==> config.mk <==
export PLATFORM = sky130hd
export DESIGN_NAME = piece_position_tracker_flat
export DESIGN_NICKNAME = d
export VERILOG_FILES = /design/src/rtl/piece_position_tracker_pkg.sv /design/src/rtl/piece_position_tracker_if.sv /design/src/rtl/piece_position_tracker_lock_delay_counter.sv /design/src/rtl/piece_position_tracker.sv /design/src/flat_wrapper.sv
export SDC_FILE = /design/constraint.sdc
export NUM_CORES = 1
export LEC_CHECK = 0
export CAP_MARGIN = 10
export CORE_AREA = 2 2 75 77
export DETAILED_ROUTE_END_ITERATION = 16
export DIE_AREA = 0 0 77 79
export GPL_TIMING_DRIVEN = 0
export PLACE_DENSITY = 0.88
export SYNTH_ARGS = -nofsm -noshare
export SYNTH_HDL_FRONTEND = slang
export SYNTH_HIERARCHICAL = 1
export SYNTH_SLANG_ARGS = --single-unit
==> constraint.sdc <==
create_clock -name clk -period 9.9 [get_ports clk]
set_input_delay 1.98 -clock clk [delete_from_list [all_inputs] [get_ports clk]]
set_output_delay 1.98 -clock clk [all_outputs]
set_load 0.1 [all_outputs]
==> src/rtl/piece_position_tracker_pkg.sv <==
// Shared tracker state encoding, default board geometry and small sizing helpers.
package piece_position_tracker_pkg;

  localparam int unsigned DEF_BOARD_W   = 10;
  localparam int unsigned DEF_BOARD_H   = 20;
  localparam int unsigned DEF_SPAWN_COL = 4;

  typedef enum logic [2:0] {
    ST_IDLE,
    ST_SPAWN,
    ST_ACTIVE,
    ST_LOCKED,
    ST_TOPOUT
  } trk_state_e;

  function automatic int unsigned cnt_width(input int unsigned max_val);
    return (max_val < 2) ? 1 : $clog2(max_val + 1);
  endfunction

endpackage

==> src/rtl/piece_position_tracker_if.sv <==
// Request/status bundle between the game-side logic and the piece position tracker.
interface piece_position_tracker_if #(
  parameter int unsigned LOC_W = 8
);
  logic             spawn_req;
  logic             spawn_blocked;
  logic             fall_tick;
  logic             collide_below;
  logic             move_valid;
  logic [LOC_W-1:0] move_loc;
  logic             drop_valid;
  logic [LOC_W-1:0] drop_loc;
  logic [LOC_W-1:0] location;
  logic [LOC_W-1:0] location_prev;
  logic             move_ack;
  logic             lock_pulse;
  logic             topout;
  logic             active;

  modport master (
    output spawn_req, spawn_blocked, fall_tick, collide_below,
           move_valid, move_loc, drop_valid, drop_loc,
    input  location, location_prev, move_ack, lock_pulse, topout, active
  );

  modport slave (
    input  spawn_req, spawn_blocked, fall_tick, collide_below,
           move_valid, move_loc, drop_valid, drop_loc,
    output location, location_prev, move_ack, lock_pulse, topout, active
  );
endinterface

==> src/rtl/piece_position_tracker_lock_delay_counter.sv <==
// Grounded-tick lock counter plus the per-piece budget of move-triggered counter resets.
module piece_position_tracker_lock_delay_counter
  import piece_position_tracker_pkg::*;
#(
  parameter int unsigned LOCK_DELAY  = 2,
  parameter int unsigned LOCK_RESETS = 15
) (
  input  logic clk,
  input  logic rst,
  input  logic tick_i,
  input  logic grounded_i,
  input  logic move_reset_i,
  input  logic clear_i,
  output logic expire_o
);

  localparam int unsigned LW = cnt_width(LOCK_DELAY);
  localparam int unsigned RW = cnt_width(LOCK_RESETS);

  logic [LW-1:0] lock_cnt_q, lock_cnt_d;
  logic [RW-1:0] reset_cnt_q, reset_cnt_d;

  always_comb begin
    lock_cnt_d  = lock_cnt_q;
    reset_cnt_d = reset_cnt_q;
    expire_o    = 1'b0;
    if (clear_i) begin
      lock_cnt_d  = '0;
      reset_cnt_d = '0;
    end else if (tick_i) begin
      if (!grounded_i) begin
        lock_cnt_d = '0;
      end else if (lock_cnt_q >= LW'(LOCK_DELAY - 1)) begin
        expire_o   = 1'b1;
      end else begin
        lock_cnt_d = lock_cnt_q + 1'b1;
      end
    end else if (move_reset_i && (reset_cnt_q < RW'(LOCK_RESETS))) begin
      // Once the reset budget is spent, moves no longer postpone the lock.
      lock_cnt_d  = '0;
      reset_cnt_d = reset_cnt_q + 1'b1;
    end
  end

  always_ff @(posedge clk) begin
    if (rst) begin
      lock_cnt_q  <= '0;
      reset_cnt_q <= '0;
    end else begin
      lock_cnt_q  <= lock_cnt_d;
      reset_cnt_q <= reset_cnt_d;
    end
  end

endmodule

==> src/rtl/piece_position_tracker.sv <==
// Active-piece anchor register with spawn retry, gravity, moves, hard drop, lock delay and top-out.
module piece_position_tracker
  import piece_position_tracker_pkg::*;
#(
  parameter int unsigned BOARD_W     = DEF_BOARD_W,
  parameter int unsigned BOARD_H     = DEF_BOARD_H,
  parameter int unsigned HIDDEN_ROWS = 2,
  parameter int unsigned SPAWN_COL   = DEF_SPAWN_COL,
  parameter int unsigned LOC_W       = 8,
  parameter int unsigned LOCK_DELAY  = 2,
  parameter int unsigned LOCK_RESETS = 15
) (
  input  logic                     clk,
  input  logic                     rst,
  piece_position_tracker_if.slave  bus
);

  localparam int unsigned SPAWN_ROW = BOARD_H - 1;
  localparam int unsigned TOP_ROW   = SPAWN_ROW + HIDDEN_ROWS;
  localparam int unsigned NUM_CELLS = BOARD_W * (BOARD_H + HIDDEN_ROWS);
  localparam int unsigned ROW_W     = cnt_width(TOP_ROW);
  localparam logic [LOC_W-1:0] SPAWN_LOC = LOC_W'(SPAWN_ROW * BOARD_W + SPAWN_COL);
  localparam logic [LOC_W-1:0] STEP      = LOC_W'(BOARD_W);

  function automatic logic [ROW_W-1:0] row_of(input logic [LOC_W-1:0] l);
    return ROW_W'(32'(l) / BOARD_W);
  endfunction

  trk_state_e       state_q, state_d;
  logic [LOC_W-1:0] loc_q, loc_d, loc_prev_q;
  logic [ROW_W-1:0] row_q, row_d;
  logic             ack_q, ack_d;
  logic             lock_q, lock_d;
  logic             topout_q, topout_d;

  logic grounded, move_ok;
  logic cnt_tick, cnt_move, cnt_clear, expire;

  assign grounded  = bus.collide_below || (row_q == '0);
  assign move_ok   = 32'(bus.move_loc) < NUM_CELLS;
  assign cnt_clear = (state_q == ST_SPAWN) && !bus.spawn_blocked;
  assign cnt_tick  = (state_q == ST_ACTIVE) && !bus.drop_valid && bus.fall_tick;
  assign cnt_move  = (state_q == ST_ACTIVE) && !bus.drop_valid && !bus.fall_tick
                     && bus.move_valid && move_ok;

  piece_position_tracker_lock_delay_counter #(
    .LOCK_DELAY  (LOCK_DELAY),
    .LOCK_RESETS (LOCK_RESETS)
  ) u_lock_cnt (
    .clk          (clk),
    .rst          (rst),
    .tick_i       (cnt_tick),
    .grounded_i   (grounded),
    .move_reset_i (cnt_move),
    .clear_i      (cnt_clear),
    .expire_o     (expire)
  );

  always_comb begin
    state_d  = state_q;
    loc_d    = loc_q;
    row_d    = row_q;
    ack_d    = 1'b0;
    lock_d   = 1'b0;
    topout_d = topout_q;
    unique case (state_q)
      ST_IDLE, ST_LOCKED: begin
        if (bus.spawn_req) begin
          state_d = ST_SPAWN;
          loc_d   = SPAWN_LOC;
          row_d   = ROW_W'(SPAWN_ROW);
        end
      end
      ST_SPAWN: begin
        if (!bus.spawn_blocked) begin
          state_d = ST_ACTIVE;
        end else if (row_q < ROW_W'(TOP_ROW)) begin
          row_d = row_q + 1'b1;
          loc_d = loc_q + STEP;
        end else begin
          state_d  = ST_TOPOUT;
          topout_d = 1'b1;
        end
      end
      ST_ACTIVE: begin
        // Drop beats gravity beats move; a losing move simply gets no ack.
        if (bus.drop_valid) begin
          loc_d   = bus.drop_loc;
          row_d   = row_of(bus.drop_loc);
          lock_d  = 1'b1;
          state_d = ST_LOCKED;
        end else if (bus.fall_tick) begin
          if (!grounded) begin
            loc_d = loc_q - STEP;
            row_d = row_q - 1'b1;
          end else if (expire) begin
            lock_d  = 1'b1;
            state_d = ST_LOCKED;
          end
        end else if (cnt_move) begin
          loc_d = bus.move_loc;
          row_d = row_of(bus.move_loc);
          ack_d = 1'b1;
        end
      end
      ST_TOPOUT: ;
      default: state_d = ST_IDLE;
    endcase
  end

  always_ff @(posedge clk) begin
    if (rst) begin
      state_q    <= ST_IDLE;
      loc_q      <= SPAWN_LOC;
      loc_prev_q <= SPAWN_LOC;
      row_q      <= ROW_W'(SPAWN_ROW);
      ack_q      <= 1'b0;
      lock_q     <= 1'b0;
      topout_q   <= 1'b0;
    end else begin
      state_q    <= state_d;
      loc_q      <= loc_d;
      loc_prev_q <= loc_q;
      row_q      <= row_d;
      ack_q      <= ack_d;
      lock_q     <= lock_d;
      topout_q   <= topout_d;
    end
  end

  assign bus.location      = loc_q;
  assign bus.location_prev = loc_prev_q;
  assign bus.move_ack      = ack_q;
  assign bus.lock_pulse    = lock_q;
  assign bus.topout        = topout_q;
  assign bus.active        = (state_q == ST_ACTIVE);

endmodule

==> src/flat_wrapper.sv <==
// flat-port wrapper written by rule: the top's interface ports become plain ports
module piece_position_tracker_flat import piece_position_tracker_pkg::*;
#(
  parameter int unsigned BOARD_W     = DEF_BOARD_W,
  parameter int unsigned BOARD_H     = DEF_BOARD_H,
  parameter int unsigned HIDDEN_ROWS = 2,
  parameter int unsigned SPAWN_COL   = DEF_SPAWN_COL,
  parameter int unsigned LOC_W       = 8,
  parameter int unsigned LOCK_DELAY  = 2,
  parameter int unsigned LOCK_RESETS = 15
)
  (clk, rst, bus_spawn_req, bus_spawn_blocked, bus_fall_tick, bus_collide_below, bus_move_valid, bus_move_loc, bus_drop_valid, bus_drop_loc, bus_location, bus_location_prev, bus_move_ack, bus_lock_pulse, bus_topout, bus_active);
  piece_position_tracker_if #(.LOC_W(LOC_W)) bus_i ();
  input  logic clk;
  input  logic rst;
  input wire logic [$bits(bus_i.spawn_req)-1:0] bus_spawn_req;
  input wire logic [$bits(bus_i.spawn_blocked)-1:0] bus_spawn_blocked;
  input wire logic [$bits(bus_i.fall_tick)-1:0] bus_fall_tick;
  input wire logic [$bits(bus_i.collide_below)-1:0] bus_collide_below;
  input wire logic [$bits(bus_i.move_valid)-1:0] bus_move_valid;
  input wire logic [$bits(bus_i.move_loc)-1:0] bus_move_loc;
  input wire logic [$bits(bus_i.drop_valid)-1:0] bus_drop_valid;
  input wire logic [$bits(bus_i.drop_loc)-1:0] bus_drop_loc;
  output wire logic [$bits(bus_i.location)-1:0] bus_location;
  output wire logic [$bits(bus_i.location_prev)-1:0] bus_location_prev;
  output wire logic [$bits(bus_i.move_ack)-1:0] bus_move_ack;
  output wire logic [$bits(bus_i.lock_pulse)-1:0] bus_lock_pulse;
  output wire logic [$bits(bus_i.topout)-1:0] bus_topout;
  output wire logic [$bits(bus_i.active)-1:0] bus_active;
  assign bus_i.spawn_req = bus_spawn_req;
  assign bus_i.spawn_blocked = bus_spawn_blocked;
  assign bus_i.fall_tick = bus_fall_tick;
  assign bus_i.collide_below = bus_collide_below;
  assign bus_i.move_valid = bus_move_valid;
  assign bus_i.move_loc = bus_move_loc;
  assign bus_i.drop_valid = bus_drop_valid;
  assign bus_i.drop_loc = bus_drop_loc;
  assign bus_location = bus_i.location;
  assign bus_location_prev = bus_i.location_prev;
  assign bus_move_ack = bus_i.move_ack;
  assign bus_lock_pulse = bus_i.lock_pulse;
  assign bus_topout = bus_i.topout;
  assign bus_active = bus_i.active;
  piece_position_tracker #(.BOARD_W(BOARD_W), .BOARD_H(BOARD_H), .HIDDEN_ROWS(HIDDEN_ROWS), .SPAWN_COL(SPAWN_COL), .LOC_W(LOC_W), .LOCK_DELAY(LOCK_DELAY), .LOCK_RESETS(LOCK_RESETS)) u_core (.clk(clk), .rst(rst), .bus(bus_i));
endmodule
==> summary.md, run 1 <==
| Metric | Value |
|---|---|
| Port Buffer Count | `41` |
| Synthesized area | `3110 sq um` |
| 1st-pass router iterations | `5` |
| Synth async-reset ratio | `0%` |
| Total global-route track usage | `27.5%` |
| Post-layout power | `595 uW` |
| Flip-flop and latch count after synthesis | `33` |
| Count of cells resized by post-cts repair | `0` |
| Element type at the critical path start | `input pin` |
| Vias per Instance | `6.24` |
| Floorplan core area | `5340 sq um` |
| PnR worst setup slack | `4770 ps` |
| Beginning of the critical path | `bus_drop_loc[5]` |
| Slew margin rel. | `34.6%` |
| Total congestion overflow after global routing | `0` |
| Synthesis-to-layout area growth | `18.9%` |
| Number of nets in the synthesized netlist | `459` |
| Worst path arrival time | `5320 ps` |
| Total negative slack for setup checks | `0 ps` |
| Cells traversed along the worst timing path | `clkdlybuf4s50_1, or2_0, clkbuf_1, ha_1, nor2b_1, a21bo_2, and2_1, a221o_1, nand4_1, nor4b_1, o22ai_1, a311o_1` |
| Maximum resistive drop on vdd | `0.111 mV` |
| Top-count cell post-synth | `sky130_fd_sc_hd__nor2_1` |
| End of the worst register-to-register path | `u_core/bus.location[1]` |
| HPWL Detailed | `6270 um` |
| Unrepaired setup endpoints after global routing | `no` |
| Synth top cells by count | `sky130_fd_sc_hd__nor2_1, sky130_fd_sc_hd__dfxtp_1, sky130_fd_sc_hd__nand2_1, sky130_fd_sc_hd__o21ai_0, sky130_fd_sc_hd__a21oi_1` |
| Routed wire length per instance | `15.3 um` |
| Worst reg2reg setup slack | `7290 ps` |
| Post-detailed-route count of antenna-violating nets | `0` |
| Count of warnings emitted by yosys | `6` |
| Setup repair bufs after CTS | `0` |
| Ranking of synthesized cells by area | `sky130_fd_sc_hd__dfxtp_1, sky130_fd_sc_hd__o21ai_0, sky130_fd_sc_hd__a21oi_1` |
| Number of buffers inserted by hold repair at cts | `0` |
| Largest area contributor in the synthesized netlist | `sky130_fd_sc_hd__dfxtp_1` |
| Result of the run | `complete, no violations` |
| Top FF cell, synth | `sky130_fd_sc_hd__dfxtp_1` |
| Share of the synthesized area in the top cell type | `21.3%` |
| Worst Path Class, Setup | `in -> reg` |
| WP data required | `10080 ps` |
| Post-route insts no fill | `547` |
| Clock period minus final worst setup slack | `5130 ps` |
| Placed Instances | `539` |
| # clock sinks | `33` |
| Number of antenna violations at the first check in global routing | `0` |
| Floorplan die area | `6080 sq um` |
| Endpoint kind of the worst setup timing path | `flip-flop` |
| Number of synthesized flops with an enable pin | `0` |
| Via count of the first global-routing pass | `2922` |
| Starting density of the core | `58.2%` |
| Master of the slowest instance on the critical path | `sky130_fd_sc_hd__clkdlybuf4s50_1` |
| ANT cells | `0` |
| Hold path startpoint | `u_core/bus.topout` |
| Max-Cap Viols | `0` |
| Layout cell share with drive strength beyond 1 | `8.21%` |
| Fin. max-slew vios | `0` |
| Measured slew at the worst slew-check pin | `977 ps` |
| Maximum root-to-sink buffer count | `2` |
| Die Wd | `77 um` |
| Tightest hold margin | `464 ps` |
| Worst hold path class | `reg -> reg` |
| Power density over the cells | `161 nW/um^2` |
| Slowest Stage Delay on Critical Path | `550 ps` |
| Global-route wire length before repair | `13800 um` |
| CTS Buf Count | `5` |
| Count of boundary I/O pins | `44` |
| Finished Core Util | `69.2%` |
| Final design area excluding fillers | `3690 sq um` |
| Pre-CTS setup slack | `4500 ps` |
| Max Clock Freq | `0.195 GHz` |
| DR iter-0 viols | `371` |
| Residual DRC count | `0` |
| Portion of the post-synthesis area used by sequential elements | `21.3%` |
| Clock H-tree levels | `2` |
| Post-synthesis cell count | `426` |
| Clock Latency Late Sink | `290 ps` |
| CTS tree | `yes` |
| Cell Area, Placed | `3610 sq um` |
| Static Leakage | `1.43 nW` |
| Setup Viol. Count Final | `0` |
| Fin Clk Skew | `5.97 ps` |
| Distinct cell type count after synthesis | `79` |
| Critical path capture point | `u_core/row_q[0]` |
| Clock-pin slew on the worst setup and hold paths | `70 ps` |
| Total Wirelength | `8350 um` |
| Final hold violations | `0` |
| Global placement routability congestion | `0.950` |
| Average instance area after synthesis | `7.29 sq um` |
| Share of the cycle needed by the critical path after routing | `51.9%` |
| Largest fanout on the critical path | `7` |
| Number of cells traversed by the worst register-to-register path | `9` |
| Buffer type at the clock tree root | `sky130_fd_sc_hd__clkbuf_8` |
| Maximum number of pins on one net before global-route repair | `12` |
| Die outline height | `79 um` |
| Number of nets at the end of the flow | `507` |
| Via Count | `3416` |
| Fillcell total | `480` |
| Launch point of the worst reg-to-reg path | `u_core/row_q[0]` |
| Placement Rows | `27` |
[critical path, delay by kind of cell]
kind	cells	cell delay, ps
AND/OR/NAND/NOR	5	1300
buffers and inverters	2	800
AO/OA/AOI/OAI	4	890
adder cells (fa/ha/maj)	1	340
[layout make-up]
type                       instances  area (sq um)  area share [%]
clock buffer                       5          68.8            1.86
buffer                            30           143            3.86
tap                               72          90.1            2.44
inverter                          24          90.1            2.44
timing repair buffer              41           410            11.1
sequential                        33           661            17.9
clock inverter                     3          17.5           0.474
multi-input combinational        339          2210            59.9
[flip-flops by register name, indices dropped and copies added (netlist names)]
register and count:
u_core/bus.location 8, u_core/bus.location_prev 8, u_core/row_q 5, u_core/u_lock_cnt/reset_cnt_q 4, u_core/state_q 3, u_core/u_lock_cnt/lock_cnt_q 2
u_core/bus.lock_pulse 1, u_core/bus.move_ack 1, u_core/bus.topout 1
[logic make-up after synthesis]
logic type | Yosys count | share of synthesized area, %
DFF | 33 | 21.3
buffers and inverters | 54 | 7.49
AOI/OAI and AO/OA | 153 | 34.4
adders and majority gates | 14 | 5.28
and+or+nand+nor | 157 | 27.2
muxes | 5 | 1.61
xor gates and xnor gates | 10 | 2.82
[power breakdown]
group          switching (mW)  internal, mW
Sequential             0.0183         0.149
Clock                  0.0514        0.0485
Combinational           0.215         0.112
Total                   0.285         0.310
[layer usage]
metal  GRT usage, %  part of all wire (%)  vias up
met5              0                     0        -
met4           8.57                   1.7        0
met3           3.75                   6.9       16
met2           46.4                    47      159
met1           36.7                    44     1566
li1               -                     -     1675
[worst min-delay path by stage]
stage,end,slack [ps],cells past startpoint
floorplan,u_core/u_lock_cnt/lock_cnt_q[0],430,1
global placement,u_core/bus.topout,430,2
detailed placement,u_core/bus.topout,460,2
CTS,u_core/bus.topout,460,2
global route,u_core/bus.topout,500,2
finish,u_core/bus.topout,460,2
[cell usage in the layout (no fill, tap or decap), drive strengths merged, types with 8 or more instances in the layout]
cell           Yosys  layout
nor3              11      11
a211oi            12      12
buf               10      10
nor2b             13      13
ha                 9       9
a21oi             29      29
inv               23      23
o21ai             33      33
dfxtp             33      33
clkdlybuf4s50      0      41
clkbuf            20      25
a21o               8       8
nand3             10      10
or2                8       8
a31oi              8       8
nand2             31      31
nor2              37      37
Note: power is estimated with default switching activity, not from simulation.
==> inputs of run 2 (changes only) <==
CORE_AREA = 2 2 78 80   (was 2 2 75 77)
DIE_AREA = 0 0 80 82   (was 0 0 77 79)
PLACE_DENSITY = 0.83   (was 0.88)
clock period = 4.9 ns   (was 9.9 ns; I/O delays follow)
==> run 2 against run 1 <==
Compared with the run above: die area is 7.8% higher; hold slack worse by 17 ps; power is 100% higher; via count is 0.56% higher; sequential power is 100% higher; register-to-register slack worse by 5100 ps; routed wire length is 1.8% higher; cell area is 0.10% higher; sequential cell count stayed put; critical path depth is 1 higher; core utilization is 4.8 points lower; critical path type unchanged.
==> summary.md, run 2 (synthesized netlist as in run 1, its figures left out) <==
| Metric | Value |
|---|---|
| Result of the run | `complete, no violations` |
| Total negative slack for setup checks | `0 ps` |
| Max Clock Freq | `0.241 GHz` |
| Number of buffers inserted by hold repair at cts | `0` |
| Static Leakage | `1.43 nW` |
| Post-layout power | `1.20 mW` |
| Port Buffer Count | `41` |
| Cells traversed along the worst timing path | `clkdlybuf4s50_1, or2_1, buf_2, ha_1, and2b_1, buf_6, o21ai_2, a211o_1, maj3_2, a2bb2oi_1, a221oi_1, a2111o_1, a311o_1` |
| Buffer type at the clock tree root | `sky130_fd_sc_hd__clkbuf_8` |
| Unrepaired setup endpoints after global routing | `no` |
| Largest fanout on the critical path | `9` |
| Post-route insts no fill | `550` |
| Total Wirelength | `8500 um` |
| Power density over the cells | `326 nW/um^2` |
| # clock sinks | `33` |
| Tightest hold margin | `447 ps` |
| Clock H-tree levels | `2` |
| Starting density of the core | `54.1%` |
| Synthesis-to-layout area growth | `19.0%` |
| Worst Path Class, Setup | `in -> reg` |
| Die outline height | `82 um` |
| Clock Latency Late Sink | `290 ps` |
| Hold path startpoint | `u_core/bus.topout` |
| Placement Rows | `28` |
| Maximum root-to-sink buffer count | `2` |
| Layout cell share with drive strength beyond 1 | `8.21%` |
| Count of cells resized by post-cts repair | `0` |
| Global placement routability congestion | `0.944` |
| Post-detailed-route count of antenna-violating nets | `0` |
| Master of the slowest instance on the critical path | `sky130_fd_sc_hd__clkdlybuf4s50_1` |
| Residual DRC count | `0` |
| Maximum resistive drop on vdd | `0.223 mV` |
| HPWL Detailed | `6380 um` |
| Total global-route track usage | `26.1%` |
| 1st-pass router iterations | `5` |
| Finished Core Util | `64.4%` |
| CTS tree | `yes` |
| Share of the cycle needed by the critical path after routing | `84.6%` |
| DR iter-0 viols | `290` |
| Launch point of the worst reg-to-reg path | `u_core/row_q[0]` |
| Slowest Stage Delay on Critical Path | `480 ps` |
| Endpoint kind of the worst setup timing path | `flip-flop` |
| Slew margin rel. | `35.1%` |
| Element type at the critical path start | `input pin` |
| Maximum number of pins on one net before global-route repair | `12` |
| WP data required | `5090 ps` |
| Global-route wire length before repair | `13800 um` |
| Count of boundary I/O pins | `44` |
| Via count of the first global-routing pass | `3000` |
| Most used cells in the layout excluding fill and tap cells | `sky130_fd_sc_hd__clkdlybuf4s50_1, sky130_fd_sc_hd__nor2_1, sky130_fd_sc_hd__dfxtp_1, sky130_fd_sc_hd__nand2_1, sky130_fd_sc_hd__o21ai_0` |
| Total congestion overflow after global routing | `0` |
| Floorplan die area | `6560 sq um` |
| Setup repair bufs after CTS | `0` |
| Fillcell total | `544` |
| Floorplan core area | `5750 sq um` |
| Worst hold path class | `reg -> reg` |
| Measured slew at the worst slew-check pin | `971 ps` |
| Beginning of the critical path | `bus_move_loc[5]` |
| Worst path arrival time | `4330 ps` |
| CTS Buf Count | `5` |
| Routed wire length per instance | `15.4 um` |
| Placed Instances | `542` |
| Fin. max-slew vios | `0` |
| Number of antenna violations at the first check in global routing | `0` |
| Via Count | `3435` |
| Max-Cap Viols | `0` |
| Clock period minus final worst setup slack | `4150 ps` |
| Clock-pin slew on the worst setup and hold paths | `70 ps` |
| Final hold violations | `0` |
| Most common cell after layout, fill and taps aside | `sky130_fd_sc_hd__clkdlybuf4s50_1` |
| Die Wd | `80 um` |
| Number of nets at the end of the flow | `507` |
| Setup Viol. Count Final | `0` |
| Fin Clk Skew | `5.07 ps` |
| ANT cells | `0` |
| Vias per Instance | `6.25` |
-- run 2: cell counts in the layout (fill, tap and decap cells not counted) --
Identical to the previous run, type by type.
-- run 2: worst paths after layout --
kind	end	slack, ps	cells past startpoint
max	u_core/row_q[0]	750	13
min	u_core/bus.topout	450	2
max reg2reg	u_core/bus.location[1]	2220	9
min reg2reg	u_core/bus.topout	450	2
-- run 2: where the power goes --
part	internal, mW	switching (mW)
Sequential	0.302	0.0367
Clock	0.0979	0.105
Combinational	0.227	0.436
-- run 2: stage by stage --
stage | setup slack, ps | area (sq um)
2_1_floorplan | 1100 | 3110
3_3_place_gp | 509 | 3610
3_5_place_dp | 451 | 3610
4_1_cts | 760 | 3700
5_1_grt | 520 | 3700
6_report | 752 | 3700
-- run 2: critical path, delay by kind of cell --
kind                     cells  cell delay [ps]
AND/OR/NAND/NOR              2              440
buffers and inverters        3              780
adder cells (fa/ha/maj)      2              620
AO/OA/AOI/OAI                6             1520
-- run 2: metal layers --
metal,up-vias,part of all wire [%],GRT usage (%)
met5,-,0,0
met3,19,7.4,3.96
met1,1579,44,33.5
li1,1674,-,-
met4,0,1.9,8.98
met2,163,46,44.8
-- run 2: final cells by class --
class | count | area [sq um] | share of cell area, %
Timing Repair Buffer | 41 | 410 | 11.1
Tap cell | 75 | 93.8 | 2.54
Clock buffer | 5 | 68.8 | 1.86
Inverter | 24 | 90.1 | 2.44
Multi-Input combinational cell | 339 | 2210 | 59.9
Clock inverter | 3 | 17.5 | 0.474
Sequential cell | 33 | 661 | 17.9
Buffer | 30 | 143 | 3.86
==> inputs of run 3 (changes only) <==
CORE_AREA = 2 2 82 84   (was 2 2 78 80)
DIE_AREA = 0 0 84 86   (was 0 0 80 82)
PLACE_DENSITY = 0.79   (was 0.83)
clock period = 3.8 ns   (was 4.9 ns; I/O delays follow)
==> run 3 against run 2 <==
Compared with the run above: die area increased by 10%; sequential power increased by 28%; power increased by 31%; via count increased by 0.17%; non-clock buffer count increased by 1; routed wire length increased by 1.9%; hold slack improved by 12 ps; final cell count increased by 0.36%; combinational power increased by 32%; largest cell class unchanged.
==> summary.md, run 3 (synthesized netlist as in run 1, its figures left out) <==
| Metric | Value |
|---|---|
| # clock sinks | `33` |
| Total Wirelength | `8660 um` |
| WP data required | `3980 ps` |
| Buffer type at the clock tree root | `sky130_fd_sc_hd__clkbuf_8` |
| Port Buffer Count | `41` |
| Final hold violations | `0` |
| Cell Area, Placed | `3610 sq um` |
| Total global-route track usage | `24.4%` |
| Worst hold path class | `reg -> reg` |
| Global-route wire length before repair | `14800 um` |
| DR iter-0 viols | `355` |
| Tightest hold margin | `459 ps` |
| Vias per Instance | `6.23` |
| Max Clock Freq | `0.276 GHz` |
| Measured slew at the worst slew-check pin | `979 ps` |
| Power density over the cells | `417 nW/um^2` |
| CTS tree | `yes` |
| Maximum resistive drop on vdd | `0.404 mV` |
| Fin Clk Skew | `6.77 ps` |
| Via count of the first global-routing pass | `3162` |
| Total congestion overflow after global routing | `0` |
| Final design area excluding fillers | `3790 sq um` |
| Clock-pin slew on the worst setup and hold paths | `60 ps` |
| Layout cell share with drive strength beyond 1 | `10.1%` |
| Number of buffers inserted by hold repair at cts | `0` |
| Unrepaired setup endpoints after global routing | `no` |
| Die Wd | `84 um` |
| Die outline height | `86 um` |
| Clock Latency Late Sink | `290 ps` |
| Floorplan core area | `6280 sq um` |
| Maximum root-to-sink buffer count | `2` |
| Clock period minus final worst setup slack | `3630 ps` |
| Largest fanout on the critical path | `9` |
| Post-detailed-route count of antenna-violating nets | `0` |
| Max-Cap Viols | `0` |
| Global placement routability congestion | `1.00` |
| Floorplan die area | `7220 sq um` |
| Clock H-tree levels | `2` |
| ANT cells | `0` |
| Maximum number of pins on one net before global-route repair | `11` |
| CTS Buf Count | `5` |
| Routed wire length per instance | `15.7 um` |
| 1st-pass router iterations | `7` |
| HPWL Detailed | `6460 um` |
| Setup Viol. Count Final | `0` |
| Fin. max-slew vios | `0` |
| Most used cells in the layout excluding fill and tap cells | `sky130_fd_sc_hd__clkdlybuf4s50_1, sky130_fd_sc_hd__nor2_1, sky130_fd_sc_hd__dfxtp_1, sky130_fd_sc_hd__nand2_1, sky130_fd_sc_hd__o21ai_0` |
| Endpoint kind of the worst setup timing path | `flip-flop` |
| Total negative slack for setup checks | `0 ps` |
| Via Count | `3441` |
| Slew margin rel. | `34.6%` |
| Result of the run | `complete, no violations` |
| Static Leakage | `1.46 nW` |
| Count of boundary I/O pins | `44` |
| Number of antenna violations at the first check in global routing | `0` |
| Element type at the critical path start | `input pin` |
| Worst path arrival time | `3800 ps` |
| Worst Path Class, Setup | `in -> reg` |
| Most common cell after layout, fill and taps aside | `sky130_fd_sc_hd__clkdlybuf4s50_1` |
| Fillcell total | `571` |
| Synthesis-to-layout area growth | `21.9%` |
| Number of nets at the end of the flow | `508` |
| Starting density of the core | `49.5%` |
| Share of the cycle needed by the critical path after routing | `95.4%` |
| Placement Rows | `29` |
| Residual DRC count | `0` |
run 3: repair_timing:
item / in CTS / in global routing
setup buffers: 0 / 1
setup endpoints to repair: 1 / 1
gates resized for setup: 4 / 11
pin swaps: 0 / 2
run 3: worst max-delay path: stages:
cell,delay (ps)
sky130_fd_sc_hd__dlygate4sd2_1,290
sky130_fd_sc_hd__or2_1,220
sky130_fd_sc_hd__buf_2,170
sky130_fd_sc_hd__ha_4,230
sky130_fd_sc_hd__and2b_1,190
sky130_fd_sc_hd__buf_6,140
sky130_fd_sc_hd__a22oi_2,110
sky130_fd_sc_hd__o21a_1,200
sky130_fd_sc_hd__o31a_4,390
sky130_fd_sc_hd__a2bb2oi_4,190
sky130_fd_sc_hd__a31o_1,170
sky130_fd_sc_hd__a2111o_1,440
sky130_fd_sc_hd__a311o_1,310
run 3: per-stage QoR:
| step | total power, mW | setup slack (ps) | std cells | util (%) |
|---|---|---|---|---|
| after global placement | 1.26 | -386 | 544 | 57.6 |
| after global routing | 1.68 | 18.5 | 552 | 60.3 |
| final | 1.58 | 173 | 552 | 60.3 |
| after CTS | 1.55 | 25.5 | 551 | 59.2 |
| after detailed placement | 1.28 | -498 | 544 | 57.6 |
| after floorplan | 1.08 | 219 | 426 | - |
run 3: power breakdown:
part | internal (mW) | leakage (nW) | switching, mW
Clock | 0.144 | 0.0443 | 0.125
Combinational | 0.303 | 1.14 | 0.571
Sequential | 0.389 | 0.268 | 0.0452
Total | 0.836 | 1.46 | 0.741
run 3: per-layer routing:
layer / GRT usage, % / up-vias / routed length (um)
li1: - / 1675 / -
met3: 4.23 / 15 / 659
met4: 8.50 / 0 / 124
met2: 39.6 / 165 / 3960
met1: 32.9 / 1586 / 3920
met5: 0 / - / 0
run 3: area by class of cell:
cell class	instances	area, sq um	area share [%]
clock buffers	7	86.3	2.28
repair buffers	42	417	11.0
flip-flops and latches	33	661	17.4
well taps	77	96.3	2.54
plain buffers	30	144	3.80
inverters	24	90.1	2.38
multi-input cells	339	2290	60.5
run 3: final timing paths:
path	start	to	slack (ps)	cells past startpoint
worst max register to register	u_core/row_q[0]	u_core/bus.location[1]	1160	9
worst min-delay path	u_core/bus.topout	u_core/bus.topout	460	2
worst min register to register	u_core/bus.topout	u_core/bus.topout	460	2
worst max-delay path	bus_move_loc[5]	u_core/row_q[0]	170	13
